**config.mk**
```make
export PLATFORM = sky130hd
export DESIGN_NAME = rca_spare_analyzer
export DESIGN_NICKNAME = d
export VERILOG_FILES = /design/src/rtl/rca_spare_analyzer.sv
export SDC_FILE = /design/constraint.sdc
export NUM_CORES = 1
export LEC_CHECK = 0
export CAP_MARGIN = 40
export CORE_UTILIZATION = 40
export CTS_BUF_LIST = sky130_fd_sc_hd__clkbuf_4 sky130_fd_sc_hd__clkbuf_8
export DETAILED_ROUTE_END_ITERATION = 6
export PLACE_DENSITY_LB_ADDON = 0.15
export SYNTH_ARGS = -nofsm -noshare
export SYNTH_HDL_FRONTEND = slang
export SYNTH_SLANG_ARGS = --single-unit
```
**constraint.sdc**
```tcl
create_clock -name clk -period 3.2 [get_ports clk]
set_input_delay 0.32 -clock clk [delete_from_list [all_inputs] [get_ports clk]]
set_output_delay 0.32 -clock clk [all_outputs]
set_load 0.005 [all_outputs]
```
**src/rtl/rca_spare_analyzer.sv**
```systemverilog
// Built-in self-test analyzer for a ripple-carry adder with one spare slice:
// checks observed slice outputs against a golden ripple, then picks a shift-repair map.
module rca_spare_analyzer #(
  parameter int N_SLICE = 5,
  parameter int IDLE_TO = 63
) (
  input  logic               clk,
  input  logic               init,
  input  logic               start,
  input  logic [N_SLICE-1:0] pat_a,
  input  logic [N_SLICE-1:0] pat_b,
  input  logic               pat_c,
  input  logic               pat_valid,
  input  logic               pat_last,
  input  logic [N_SLICE-1:0] sf,
  input  logic [N_SLICE-1:0] cf,
  output logic               test,
  output logic               busy,
  output logic               done,
  output logic [N_SLICE-1:0] fault_map,
  output logic [N_SLICE-2:0] shift_sel,
  output logic               spare_bad,
  output logic               uncorr,
  output logic [5:0]         pat_cnt,
  output logic [1:0]         dbg_state
);

  localparam int IW = $clog2(IDLE_TO + 1);

  // Pattern handshake: there is no ready; a pattern is consumed on every
  // rising edge where pat_valid is high while the block is in SWEEP.
  typedef enum logic [1:0] {
    S_IDLE  = 2'd0,
    S_SWEEP = 2'd1,
    S_EVAL  = 2'd2,
    S_DONE  = 2'd3
  } state_t;

  state_t             r_state;
  logic [N_SLICE-1:0] r_fault_map;
  logic [N_SLICE-2:0] r_shift_sel;
  logic               r_spare_bad;
  logic               r_uncorr;
  logic [5:0]         r_pat_cnt;
  logic [IW-1:0]      r_idle;
  logic               r_test;
  logic               r_busy;
  logic               r_done;

  logic [N_SLICE-1:0] w_gs;
  logic [N_SLICE-1:0] w_gc;
  logic [N_SLICE-1:0] w_mm;
  logic [N_SLICE-1:0] w_first;
  logic [N_SLICE-2:0] w_shift;
  logic               w_multi;

  always_comb begin
    logic v_cy;
    logic v_co;
    v_cy = pat_c;
    w_gs = '0;
    w_gc = '0;
    for (int i = 0; i < N_SLICE; i++) begin
      v_co    = (pat_a[i] & pat_b[i]) | (pat_a[i] & v_cy) | (pat_b[i] & v_cy);
      w_gs[i] = pat_a[i] ^ pat_b[i] ^ v_cy;
      w_gc[i] = v_co;
      v_cy    = v_co;
    end
  end

  // Only the lowest mismatching slice is blamed; higher slices may just be
  // rippling a bad carry from below.
  always_comb begin
    logic v_found;
    w_mm    = (sf ^ w_gs) | (cf ^ w_gc);
    w_first = '0;
    v_found = 1'b0;
    for (int i = 0; i < N_SLICE; i++) begin
      if (w_mm[i] && !v_found) begin
        w_first[i] = 1'b1;
        v_found    = 1'b1;
      end
    end
  end

  // A single primary fault at k shifts every logical bit j>=k up by one slice.
  always_comb begin
    int   v_ones;
    logic v_or;
    v_ones  = 0;
    v_or    = 1'b0;
    w_shift = '0;
    for (int i = 0; i < N_SLICE; i++) begin
      if (r_fault_map[i]) v_ones = v_ones + 1;
    end
    for (int j = 0; j < N_SLICE - 1; j++) begin
      v_or       = v_or | r_fault_map[j];
      w_shift[j] = v_or;
    end
    w_multi = (v_ones > 1);
  end

  always_ff @(posedge clk or posedge init) begin
    if (init) begin
      r_state     <= S_IDLE;
      r_fault_map <= '0;
      r_shift_sel <= '0;
      r_spare_bad <= 1'b0;
      r_uncorr    <= 1'b0;
      r_pat_cnt   <= '0;
      r_idle      <= '0;
      r_test      <= 1'b0;
      r_busy      <= 1'b0;
      r_done      <= 1'b0;
    end else begin
      case (r_state)
        S_IDLE, S_DONE: begin
          if (start) begin
            r_state     <= S_SWEEP;
            r_fault_map <= '0;
            r_shift_sel <= '0;
            r_spare_bad <= 1'b0;
            r_uncorr    <= 1'b0;
            r_pat_cnt   <= '0;
            r_idle      <= '0;
            r_test      <= 1'b1;
            r_busy      <= 1'b1;
            r_done      <= 1'b0;
          end
        end
        S_SWEEP: begin
          if (r_idle == IW'(IDLE_TO)) begin
            r_state  <= S_EVAL;
            r_uncorr <= 1'b1;
            r_test   <= 1'b0;
          end else if (pat_valid) begin
            r_fault_map <= r_fault_map | w_first;
            r_idle      <= '0;
            if (r_pat_cnt != 6'd63) r_pat_cnt <= r_pat_cnt + 6'd1;
            if (pat_last) begin
              r_state <= S_EVAL;
              r_test  <= 1'b0;
            end
          end else begin
            r_idle <= r_idle + IW'(1);
          end
        end
        S_EVAL: begin
          r_state <= S_DONE;
          r_busy  <= 1'b0;
          r_done  <= 1'b1;
          if (w_multi) begin
            r_uncorr    <= 1'b1;
            r_shift_sel <= '0;
          end else if (r_fault_map[N_SLICE-1]) begin
            r_spare_bad <= 1'b1;
            r_shift_sel <= '0;
          end else begin
            r_shift_sel <= w_shift;
          end
        end
        default: r_state <= S_IDLE;
      endcase
    end
  end

  assign test      = r_test;
  assign busy      = r_busy;
  assign done      = r_done;
  assign fault_map = r_fault_map;
  assign shift_sel = r_shift_sel;
  assign spare_bad = r_spare_bad;
  assign uncorr    = r_uncorr;
  assign pat_cnt   = r_pat_cnt;
  assign dbg_state = r_state;

endmodule

```
## Word level (Yosys, flattened, before mapping)

Index checks and enable logic that the tools add are counted.

- Register bits: 28
- Output and inout bits: 22
- Logic and storage cells: 142
- Bits of input ports: 26

- Reductions and logical operators: 20
- Add/subtract/negate cells: 6
- Equality and inequality tests: 15
- Multiplexer cells: 48
- Order comparisons: 1
- Bitwise gates (word level): 42

Operator list:

| kind | count |
|---|---|
| 32-bit by 2-bit adder with 32-bit output, second input constant | 4 |
| 32-bit two-way mux | 4 |
| 6-bit two-way mux | 6 |
| 32-bit by 2-bit > comparator with 1-bit output, second input constant | 1 |
| 6-bit one-hot mux with 2 select lines | 2 |
| 1-bit two-way mux | 18 |
| 2-bit inequality test, second input constant | 8 |
| 1-bit AND | 15 |
| 5-bit two-way mux | 3 |
| 1-bit OR | 13 |
| 6-bit by 1-bit adder with 6-bit output, second input constant | 2 |
| 4-bit two-way mux | 3 |
| 4-bit AND reduction | 3 |
| 5-bit OR | 2 |
| 5-bit one-hot mux with 2 select lines | 1 |
| 1-bit XOR | 10 |
| 5-bit XOR | 2 |
| 3-bit AND reduction | 3 |
| 2-bit two-way mux | 4 |
| 1-bit one-hot mux with 2 select lines | 4 |
| 4-bit one-hot mux with 2 select lines | 1 |
| 6-bit == test, second input constant | 1 |
| 3-bit inequality test, second input constant | 2 |
| 6-bit inequality test, second input constant | 1 |
| 11 further kinds | 19 |

## Longest topological paths before layout

- Depth after elaboration: 34
- Depth in mapped cells: 12
- Mapped depth without buffers: 11

## Least setup slack after synthesis

OpenSTA, ideal clock, no wires.

- Path kind: input to register
- Start: in pat_a[0]
- End: reg r_fault_map[4] (netlist: fault_map[4])
- Path buffers: 0
- Setup slack: 0.326 ns
- Library setup time: 0.121 ns
- Data arrival time: 2.753 ns
- Required time: 3.079 ns
- Stages on the path: 11
- Cells stage by stage: inv_1 > fa_1 > inv_1 > fa_1 > fa_1 > fa_1 > inv_1 > fa_1 > xor2_1 > a21oi_1 > a22o_1

- Cells in the longest elaborated chain, start to end: 23
- Elaborated cells on any way between the ends: 46
- Classes of those cells: mux: 8; bitwise: 30; reduce/logical: 8

Ends and longest elaborated chain:

| element | line | RTL |
|---|---|---|
| from (decl) | 10 | `input logic [N_SLICE-1:0] pat_a,` |
| 1-bit AND | 64 | `v_co = (pat_a[i] & pat_b[i]) \| (pat_a[i] & v_cy) \| (pat_b[i] & v_cy);` |
| 1-bit OR (2 in a row) | 64 |  |
| 1-bit AND | 64 |  |
| 1-bit OR (2 in a row) | 64 |  |
| 1-bit AND or 5-bit XOR (tied branches) | 64, 75 |  |
| 1-bit OR or 5-bit OR (tied branches) | 64, 75 |  |
| 1-bit OR or 1-bit logical AND (tied branches) | 64, 79 |  |
| 1-bit AND, or another cell as far along | 64 |  |
| [5 not listed] | n/a |  |
| 5-bit XOR or 1-bit two-way mux (tied branches) | 75, 79 |  |
| 5-bit OR * | 75 | `w_mm = (sf ^ w_gs) \| (cf ^ w_gc);` |
| 1-bit logical AND * | 79 | `if (w_mm[i] && !v_found) begin` |
| 1-bit two-way mux * | 79 |  |
| 5-bit OR * | 137 | `r_fault_map <= r_fault_map \| w_first;` |
| 5-bit two-way mux * | 136 | `end else if (pat_valid) begin` |
| 5-bit two-way mux * | 132 | `if (r_idle == IW'(IDLE_TO)) begin` |
| 5-bit one-hot mux with 2 select lines * | 116 | `case (r_state)` |
| to (signal assigned) | 137 |  |
| to (decl) | 40 | `logic [N_SLICE-1:0] r_fault_map;` |

Every way passes the cells marked *; elsewhere a longest branch is shown, timed or not. The select of a mux whose other input is x is not followed.
A chain may end at the register's enable or synchronous reset.

## Worst setup path in the final report

Same ends and word-level chain as after synthesis.

==> results.md <==
- Final ANT Viol Nets: 0
- Vias in the first global route: 1463
- Pre-CTS setup slack: -0.145 ns
- Share of cells above drive strength 1: 0.0650
- Final period utilization: 0.948
- Setup_tns: 0 ns
- Most common cell in the netlist: dfrtp_1
- RSZ-0062 raised after global routing: no
- Max Cap Violations: 0
- Reg clk slew, reported paths: approximately 0.09 ns
- Crit. End Element: flip-flop
- Skew-Pair Late Insertion Delay: 0.27 ns
- Worst path cell trace: clkdlybuf4s50_1 > inv_1 > fa_1 > inv_1 > fa_1 > fa_1 > fa_1 > inv_1 > fa_1 > xor2_1 > a21oi_1 > a22o_1
- Core area: 4440 um^2
- Fmax: 330 MHz
- Failing checks: DRC
- Primary FF master, synth: dfrtp_1
- Max_slew headroom: 0.508
- Pwr Density: 658 nW/um^2
- Largest net degree at the start of global routing: 21
- EDFF count, synth: 0
- Final Hold Vio Count: 0
- Post-DP HPWL: between 3000 and 4000 um
- Cell mode on critical path: fa_1
- Cells after Synth: between 150 and 200
- Final Slew Violations: 0
- Layout area overhead: 31.9%
- Hold buffer count at CTS: 0
- Avg Inst Size Synth: 9.76 um^2
- Family with the most delay on the worst path: adder cells
- CTS tree: built
- First-pass GRT wire length: 6580 um
- Syn nets: 235
- Fillers: just over 400
- Pre-antenna DRT Iters: 6
- Worst Clk Skew: 0.00516 ns
- VDD IR max: 0.296 mV
- Synth cell types: 49
- Cell Area, Synth: about 1900 um^2
- Wirelength, routed: 3750 um
- Reg2Reg Depth: 11
- Buf+Inv Stages, Crit Path: 4
- # diodes: 0
- Yosys Warn Count: 0
- Initial antenna violation count: 0
- Seq cells post-synth: 28
- PnR Total Power: approximately 1.6 mW
- Vias per cell: 5.24
- Max clock buf depth: 2
- GRT Util Overall: 0.162
- NumNets Final: 288
- Initial Util: 0.426
- CP Class: input pin to flip-flop
- Reg-to-reg endpoint: spare_bad
- Worst path slowest cell: fa_1
- Critical Path Fanout Max: 2
- Hold Path Class: input pin to async pin
- Die Y: 70.8 um
- Asr flop ratio synth: 1.00
- Min Tclk post-route: 3.03 ns
- H-tree Lvls: 1
- Final core utilization: 0.562
- Cell Rows: 24
- Type of origin of the critical path: input pin
- Clock sinks: 28
- Setup-failing EPs final: 0
- R2r setup slk: 0.63 ns
- Max incr delay on CP: 0.42 ns
- Lkg Pwr: 1.06 nW
- Critical Path Stages: 12
- Vias: 1562
- DR DRC count: 6
- Post-synth top area share: 0.370
- Worst Path Arrival: 3.20 ns
- GRT overflow: 0
- Average wire per standard cell: 12.6 um
- Worst r2r src: fault_map[0]
- IO Pins: 48
- WP data required: approximately 3.4 ns
- Die area: roughly 5000 um^2
- # port buffers: 47
- Outcome: finished, violations left
- Inserted Clock Buffers: 3
- Post-CTS Repair Setup Buffers: 0
- Worst slew pin tran: 0.738 ns
- Sequential fraction of the synthesis area: 0.370
- Cell taking the most area after synthesis: dfrtp_1
- PnR worst setup slack: 0.167 ns
- Routability congestion estimate: around 0.76
- CTS Root Cell: clkbuf_8
- Initial DRC count: 66
- Synth top cells by count: dfrtp_1, nand2_1, inv_1
- Gates resized, CTS repair: 0
- Width of the die: 70.8 um
- Worst hold slack: 0.468 ns
- Top post-synthesis cells by area: dfrtp_1, ha_1, fa_1
==> cell usage in the layout, fill, tap and decap left out, drive strengths merged, types with 2 or more instances in the layout <==
master	n
a211oi	3
a21oi	7
a22o	6
a41oi	3
and2	3
and3	2
buf	5
clkbuf	4
clkdlybuf4s50	47
dfrtp	28
fa	5
ha	10
inv	17
mux2	2
mux2i	4
nand2	18
nand2b	5
nand3	6
nand4b	2
nor2	13
nor2b	2
nor4	2
o21ai	10
o22a	2
o2bb2ai	2
o31ai	2
or2	3
xnor2	10
xor2	7
==> flip-flops by register name (all words and copies together), names as in the netlist <==
register	cells
pat_cnt	6
r_idle	6
fault_map	5
shift_sel	4
dbg_state	2
busy	1
done	1
spare_bad	1
test	1
uncorr	1
==> worst max-delay path by stage <==
stage | startpoint | end | slack [ns]
after floorplan | pat_a[0] | fault_map[4] | 0.33
after detailed placement | pat_a[0] | fault_map[4] | -0.14
final | pat_a[0] | fault_map[4] | 0.17
after CTS | pat_a[0] | fault_map[4] | 0.15
after global placement | pat_a[0] | fault_map[4] | -0.07
after global routing | pat_a[0] | fault_map[4] | 0.02
==> layout make-up <==
cell class | count | area, um^2 | share of cell area
Inverter | 17 | 63.8 | 0.0256
Timing Repair Buffer | 52 | 508 | 0.204
Clock buffer | 4 | 55.1 | 0.0221
Multi-Input combinational cell | 145 | 1100 | 0.442
Sequential cell | 28 | 701 | 0.281
Tap cell | 52 | 65.1 | 0.0261
==> metrics by stage <==
step | std cells | area [um^2]
2_1_floorplan | 194 | 1890
3_3_place_gp | 294 | 2440
3_5_place_dp | 294 | 2440
4_1_cts | 298 | 2500
5_1_grt | 298 | 2500
6_report | 298 | 2500
==> layer usage <==
layer	track usage	wire length, um
met4	0.0422	45
met3	0.0285	218
met1	0.225	1850
met2	0.264	1630
met5	0	0
==> cells by family after synthesis <==
family                     share of synthesized area
muxes                                         0.0449
xor gates and xnor gates                      0.0787
and+or+nand+nor                                0.175
DFF                                            0.370
buffers and inverters                         0.0469
AOI/OAI and AO/OA                              0.166
adders and majority gates                      0.119
==> power breakdown <==
group | leakage (nW) | total (mW) | switching (mW) | internal (mW)
clock network | 0.0288 | 0.215 | 0.105 | 0.110
logic | 0.668 | 0.901 | 0.454 | 0.447
registers | 0.368 | 0.527 | 0.0869 | 0.440
Note: power is estimated with default switching activity, not from simulation.
